<file path="src/rtl/wb_initiator.sv">
// Wishbone classic single-transfer initiator for the CPU load/store path.
// Ports: clk_i/rst_i (async active-high); req_* request in, req_ready_o;
//   rsp_valid_o/rsp_err_o/rsp_rdata_o completion pulse; Wishbone cyc_o,
//   stb_o, we_o, adr_o, sel_o, dat_o out and dat_i, ack_i, err_i, rty_i in.
// Optional feature: define WB_TIMEOUT_EN to abort ACTIVE after
//   TIMEOUT_CYCLES cycles with no termination (error response).
module wb_initiator #(
   parameter int RETRY_LIMIT    = 3,
   parameter int TIMEOUT_CYCLES = 255
) (
   input  logic        clk_i,
   input  logic        rst_i,
   input  logic        req_valid_i,
   output logic        req_ready_o,
   input  logic [31:0] req_addr_i,
   input  logic        req_we_i,
   input  logic [1:0]  req_size_i,
   input  logic        req_unsigned_i,
   input  logic [31:0] req_wdata_i,
   output logic        rsp_valid_o,
   output logic        rsp_err_o,
   output logic [31:0] rsp_rdata_o,
   output logic        cyc_o,
   output logic        stb_o,
   output logic        we_o,
   output logic [31:0] adr_o,
   output logic [3:0]  sel_o,
   output logic [31:0] dat_o,
   input  logic [31:0] dat_i,
   input  logic        ack_i,
   input  logic        err_i,
   input  logic        rty_i
);

   typedef enum logic [2:0] {
      IDLE, CHECK, ACTIVE, BACKOFF, RESP
   } state_t;

   localparam int RW = (RETRY_LIMIT < 1) ? 1 : $clog2(RETRY_LIMIT + 1);

   state_t        state_q;
   logic [31:0]   req_addr_q;
   logic [31:0]   req_wdata_q;
   logic [1:0]    req_size_q;
   logic          req_we_q;
   logic          req_uns_q;
   logic [RW-1:0] rty_cnt_q;

   logic          cyc_q;
   logic          stb_q;
   logic          bwe_q;
   logic [31:0]   adr_q;
   logic [3:0]    sel_q;
   logic [31:0]   dat_q;
   logic          rsp_valid_q;
   logic          rsp_err_q;
   logic [31:0]   rsp_rdata_q;

   logic          legal_d;
   logic [3:0]    sel_d;
   logic [31:0]   dat_d;
   logic [31:0]   shifted;
   logic [31:0]   rdata_d;
   logic          tmo_hit;

`ifdef WB_TIMEOUT_EN
   localparam int TW = (TIMEOUT_CYCLES < 2) ? 1 : $clog2(TIMEOUT_CYCLES + 1);
   logic [TW-1:0] tmo_q;
   // Hit on the last silent cycle so strobe lasts exactly TIMEOUT_CYCLES.
   assign tmo_hit = (tmo_q == TW'(TIMEOUT_CYCLES - 1));
`else
   logic unused_tmo;
   assign unused_tmo = (TIMEOUT_CYCLES != 0);
   assign tmo_hit    = 1'b0;
`endif

   assign req_ready_o = (state_q == IDLE) & ~rst_i;
   assign rsp_valid_o = rsp_valid_q;
   assign rsp_err_o   = rsp_err_q;
   assign rsp_rdata_o = rsp_rdata_q;
   assign cyc_o       = cyc_q;
   assign stb_o       = stb_q;
   assign we_o        = bwe_q;
   assign adr_o       = adr_q;
   assign sel_o       = sel_q;
   assign dat_o       = dat_q;

   // Lane selects, replicated store data and alignment legality.
   always_comb begin
      legal_d = 1'b0;
      sel_d   = 4'b0000;
      dat_d   = req_wdata_q;
      unique case (req_size_q)
         2'b00: begin
            legal_d = 1'b1;
            sel_d   = 4'b0001 << req_addr_q[1:0];
            dat_d   = {4{req_wdata_q[7:0]}};
         end
         2'b01: begin
            legal_d = ~req_addr_q[0];
            sel_d   = 4'b0011 << req_addr_q[1:0];
            dat_d   = {2{req_wdata_q[15:0]}};
         end
         2'b10: begin
            legal_d = (req_addr_q[1:0] == 2'b00);
            sel_d   = 4'b1111;
         end
         default: ;
      endcase
   end

   // Load alignment and sign/zero extension.
   assign shifted = dat_i >> {req_addr_q[1:0], 3'b000};

   always_comb begin
      rdata_d = shifted;
      unique case (req_size_q)
         2'b00:   rdata_d = {{24{shifted[7] & ~req_uns_q}}, shifted[7:0]};
         2'b01:   rdata_d = {{16{shifted[15] & ~req_uns_q}}, shifted[15:0]};
         default: ;
      endcase
      if (req_we_q) rdata_d = '0;
   end

   always_ff @(posedge clk_i or posedge rst_i) begin
      if (rst_i) begin
         state_q     <= IDLE;
         req_addr_q  <= '0;
         req_wdata_q <= '0;
         req_size_q  <= '0;
         req_we_q    <= 1'b0;
         req_uns_q   <= 1'b0;
         rty_cnt_q   <= '0;
         cyc_q       <= 1'b0;
         stb_q       <= 1'b0;
         bwe_q       <= 1'b0;
         adr_q       <= '0;
         sel_q       <= '0;
         dat_q       <= '0;
         rsp_valid_q <= 1'b0;
         rsp_err_q   <= 1'b0;
         rsp_rdata_q <= '0;
`ifdef WB_TIMEOUT_EN
         tmo_q       <= '0;
`endif
      end else begin
         unique case (state_q)
            IDLE: begin
               if (req_valid_i) begin
                  req_addr_q  <= req_addr_i;
                  req_wdata_q <= req_wdata_i;
                  req_size_q  <= req_size_i;
                  req_we_q    <= req_we_i;
                  req_uns_q   <= req_unsigned_i;
                  rty_cnt_q   <= '0;
                  state_q     <= CHECK;
               end
            end
            CHECK: begin
               if (legal_d) begin
                  state_q <= ACTIVE;
                  cyc_q   <= 1'b1;
                  stb_q   <= 1'b1;
                  bwe_q   <= req_we_q;
                  adr_q   <= {req_addr_q[31:2], 2'b00};
                  sel_q   <= sel_d;
                  dat_q   <= dat_d;
`ifdef WB_TIMEOUT_EN
                  tmo_q   <= '0;
`endif
               end else begin
                  state_q     <= RESP;
                  rsp_valid_q <= 1'b1;
                  rsp_err_q   <= 1'b1;
                  rsp_rdata_q <= '0;
               end
            end
            ACTIVE: begin
               if (err_i ||
                   (rty_i && rty_cnt_q == RW'(RETRY_LIMIT)) ||
                   (!rty_i && !ack_i && tmo_hit)) begin
                  state_q     <= RESP;
                  cyc_q       <= 1'b0;
                  stb_q       <= 1'b0;
                  rsp_valid_q <= 1'b1;
                  rsp_err_q   <= 1'b1;
                  rsp_rdata_q <= '0;
               end else if (rty_i) begin
                  state_q   <= BACKOFF;
                  cyc_q     <= 1'b0;
                  stb_q     <= 1'b0;
                  rty_cnt_q <= rty_cnt_q + 1'b1;
               end else if (ack_i) begin
                  state_q     <= RESP;
                  cyc_q       <= 1'b0;
                  stb_q       <= 1'b0;
                  rsp_valid_q <= 1'b1;
                  rsp_err_q   <= 1'b0;
                  rsp_rdata_q <= rdata_d;
               end
`ifdef WB_TIMEOUT_EN
               else begin
                  tmo_q <= tmo_q + 1'b1;
               end
`endif
            end
            BACKOFF: begin
               // Re-strobe with the bus fields still held from CHECK.
               state_q <= ACTIVE;
               cyc_q   <= 1'b1;
               stb_q   <= 1'b1;
`ifdef WB_TIMEOUT_EN
               tmo_q   <= '0;
`endif
            end
            RESP: begin
               state_q     <= IDLE;
               rsp_valid_q <= 1'b0;
               rsp_err_q   <= 1'b0;
               rsp_rdata_q <= '0;
            end
            default: state_q <= IDLE;
         endcase
      end
   end

endmodule

</file>
<file path="config.mk">
export PLATFORM = sky130hd
export DESIGN_NAME = wb_initiator
export DESIGN_NICKNAME = d
export VERILOG_FILES = /design/src/rtl/wb_initiator.sv
export SDC_FILE = /design/constraint.sdc
export NUM_CORES = 1
export LEC_CHECK = 0
export ABC_CLOCK_PERIOD_IN_PS = 6830
export CAP_MARGIN = 15
export CORE_MARGIN = 8
export CORE_UTILIZATION = 49
export DETAILED_ROUTE_END_ITERATION = 6
export GPL_ROUTABILITY_DRIVEN = 0
export PLACE_DENSITY = 0.89
export SKIP_CTS_REPAIR_TIMING = 1
export SKIP_LAST_GASP = 1
export SYNTH_ARGS = -nofsm -noshare
export SYNTH_HDL_FRONTEND = slang
export SYNTH_SLANG_ARGS = --single-unit
</file>
<file path="constraint.sdc">
create_clock -name clk_i -period 6.83 [get_ports clk_i]
set_clock_uncertainty 0.1 [all_clocks]
set_input_delay 1.0245 -clock clk_i [delete_from_list [all_inputs] [get_ports clk_i]]
set_output_delay 1.0245 -clock clk_i [all_outputs]
set_load 0.005 [all_outputs]
</file>
==> qor.txt <==
status: finished clean
slowest stage delay, CP: 0.56 ns
Multi-input gate area: 3240 um2
Worst R2R Start: req_addr_q[1]$_DFFE_PP0P_
Post-Place Cells: 1,016
Ant. Diodes: 0
number of core rows: 46
Skew-Pair Late Insertion Delay: 0.42 ns
Top cell by count, worst path: clkdlybuf4s50_1
storage element area: 4380 um2
drt initial violations: 322
sequential-to-total area share from yosys stat: 55.6%
die area: 20,400 um2
Post-synth EDFFs: 0
final hold viol count: 0
share of cells above drive strength 1: 20.2%
post-DP HPWL: 15,300 um
# clock sinks: 175
Final Non-Filler Cells: 1,048
Slew headroom: 31.8%
post-synthesis register bit count: 175
required time worst endpoint: 5.71 ns
Slew Viols, Final: 0
Post-Syn Area: 7880 um2
NumNets Final: 926
core area: 15,800 um2
initial core utilization: 49.8%
Crit path max-delay family: buffers and inverters
critical-path cell list: clkdlybuf4s50_1 -> nor4_1 -> clkdlybuf4s50_1
Setup TNS: 0 ns
vias in the first global route: 6,045
critical path launch point type: input port
clock buffer depth: 2
die width: 143 um
worst-margin pin slew: 1.02 ns
CP max-delay cell: clkdlybuf4s50_1
First-pass DRT Iterations: 5
Final setup viols: 0
Yosys warnings: 0
Fill cells: 1,136
Layout area overhead: 35.5%
vias per cell: 5.59
Leakage: 4.45 nW
Antenna Nets Post-Route: 0
Hold Path Origin: dat_o[22]$_DFFE_PP0P_
Final Critical Period: 3.41 ns
cts bufs inserted: 17
Top Ports: 212
first-pass GRT wire length: 34,000 um
Most used DFF post-synth: dfrtp_1
synthesized area per cell: 12.5 um2
hold depth: 2
RSZ-0062 raised after global routing: no
synth unique cells: 55
crit-path max FO: 2
Total Wirelength: 21,700 um
Crit. path cell count: 3
HP Class: register to register
total congestion overflow: 0
RR Endpoint: rsp_rdata_o[24]$_DFFE_PP0P_
Setup CP Type: input port to output port
die height: 143 um
WHS Endpoint: dat_o[22]$_DFFE_PP0P_
CTS tree: built
FFs w/ async S/R, synth: 100%
Cells after Synth: 632
r2r worst-path depth: 4
Tcrit/Tclk final: 49.9%
wire per inst: 20.7 um
Max-cap violations: 0
port bufs: 209
Data arrival, critical path: 2.28 ns
R2R setup slack: 3.73 ns
Peak Freq: 0.293 GHz
pwr/cell area: 473 nW/um2
H-tree levels: 4
crit end category: output port
Tot GR Track Use: 21.7%
largest net degree at the start of global routing: 114
Peak VDD IR: 0.316 mV
Root Buffer: clkbuf_16
Remaining DRCs: 0
clk slew on worst S/H paths: 0.07 ns
via count: 5,858
worst hold slack: 0.378 ns
buffer and inverter count on the worst path: 2
initial antenna violation count: 0
## cell families after synthesis
logic type                 synth area share (%)
buffers and inverters                      3.62
DFF                                        55.6
other                                    0.0476
AOI/OAI and AO/OA                          8.81
and+or+nand+nor                            8.77
adders and majority gates                 0.159
xor gates and xnor gates                  0.111
muxes                                      22.9
## Yosys cell counts (all sizes together), types with 2 or more instances
library cell | count | share of area (%)
mux2i | 43 | 5.5
nand2b | 5 | 0.40
o21ai | 32 | 2.0
a21o | 2 | 0.19
dfrtp | 175 | 56
inv | 6 | 0.29
nor2b | 2 | 0.16
nor3 | 6 | 0.79
buf | 30 | 2.3
or3b | 2 | 0.25
a21oi | 14 | 0.98
nand2 | 42 | 2.0
o31ai | 8 | 0.76
nand3b | 8 | 0.76
mux2 | 120 | 17
nor4 | 19 | 1.7
or2 | 3 | 0.24
nor2 | 21 | 1.0
nor3b | 3 | 0.35
clkbuf | 20 | 0.95
a211oi | 7 | 0.67
nand3 | 10 | 0.64
or3 | 2 | 0.16
o2bb2ai | 8 | 0.89
a31oi | 16 | 1.3
o211ai | 9 | 0.86
o21a | 2 | 0.19
## worst min-delay path: stages (launching register included)
cell and delay (ns):
dfrtp_1 0.34, nand2_1 0.04, o21ai_0 0.06
## final cells by class
| class | count | share of cell area (%) |
|---|---|---|
| flip-flops and latches | 175 | 41.0 |
| multi-input cells | 401 | 30.4 |
| repair buffers | 217 | 20.2 |
| clock buffers | 17 | 3.99 |
| well taps | 216 | 2.53 |
| clock inverters | 15 | 1.61 |
| inverters | 7 | 0.293 |
## cells in the final DEF, fill, tap and decap left out, types with 3 or more instances in the layout
cell type and n:
o2bb2ai_1 8, buf_4 8, clkdlybuf4s50_1 209, clkinv_8 5, nand2b_1 5, o31ai_1 8, o21ai_0 30, inv_6 4
nor4_1 17, or2_2 3, inv_8 3, inv_1 5, dfrtp_1 175, nand3b_1 8, nand3_1 10, nand2_1 42
a21oi_1 12, mux2_1 10, a31oi_1 16, mux2_2 110, o211ai_1 9, clkbuf_16 17, a211oi_1 7, nor2_1 21
mux2i_1 43
## sequential cells by signal, indices dropped and copies added, names as in the netlist
register and flops:
dat_o 32, req_addr_q 32, req_wdata_q 32, rsp_rdata_o 32
adr_o 30, sel_o 4, state_q 3, req_size_q 2
rty_cnt_q 2, req_uns_q 1, req_we_q 1, rsp_err_o 1
rsp_valid_o 1, stb_o 1, we_o 1
## where the power goes
group          total [mW]  internal (mW)  switching (mW)
Combinational        2.19           1.24           0.952
Sequential           1.90           1.53           0.366
Clock               0.955          0.492           0.463
## per-stage QoR
stage / utilization [%] / power [mW] / setup WS (ns) / instance area (um2)
after CTS: 67.4 / 5.10 / 3.40 / 10700
final: 67.4 / 5.04 / 3.42 / 10700
after detailed placement: 63.7 / 4.12 / 3.33 / 10100
after global placement: 63.7 / 4.02 / 3.34 / 10100
after floorplan: - / 3.14 / 0.960 / 7880
after global routing: 67.4 / 5.36 / 3.35 / 10700
## worst max-delay path by stage
stage | startpoint | end
3_3_place_gp | rty_i | rsp_rdata_o[2]$_DFFE_PP0P_
4_1_cts | rst_i | req_ready_o
6_report | rst_i | req_ready_o
3_5_place_dp | rty_i | rsp_rdata_o[3]$_DFFE_PP0P_
5_1_grt | rst_i | req_ready_o
2_1_floorplan | rst_i | adr_o[10]$_DFFE_PP0P_
## routing by layer
| layer | global-route usage (%) | routed length (um) |
|---|---|---|
| met1 | 24.5 | 8220 |
| met2 | 35.7 | 10700 |
| met3 | 10.3 | 2470 |
| met4 | 7.10 | 391 |
| met5 | 0 | 0 |
Note: power is estimated with default switching activity, not from simulation.
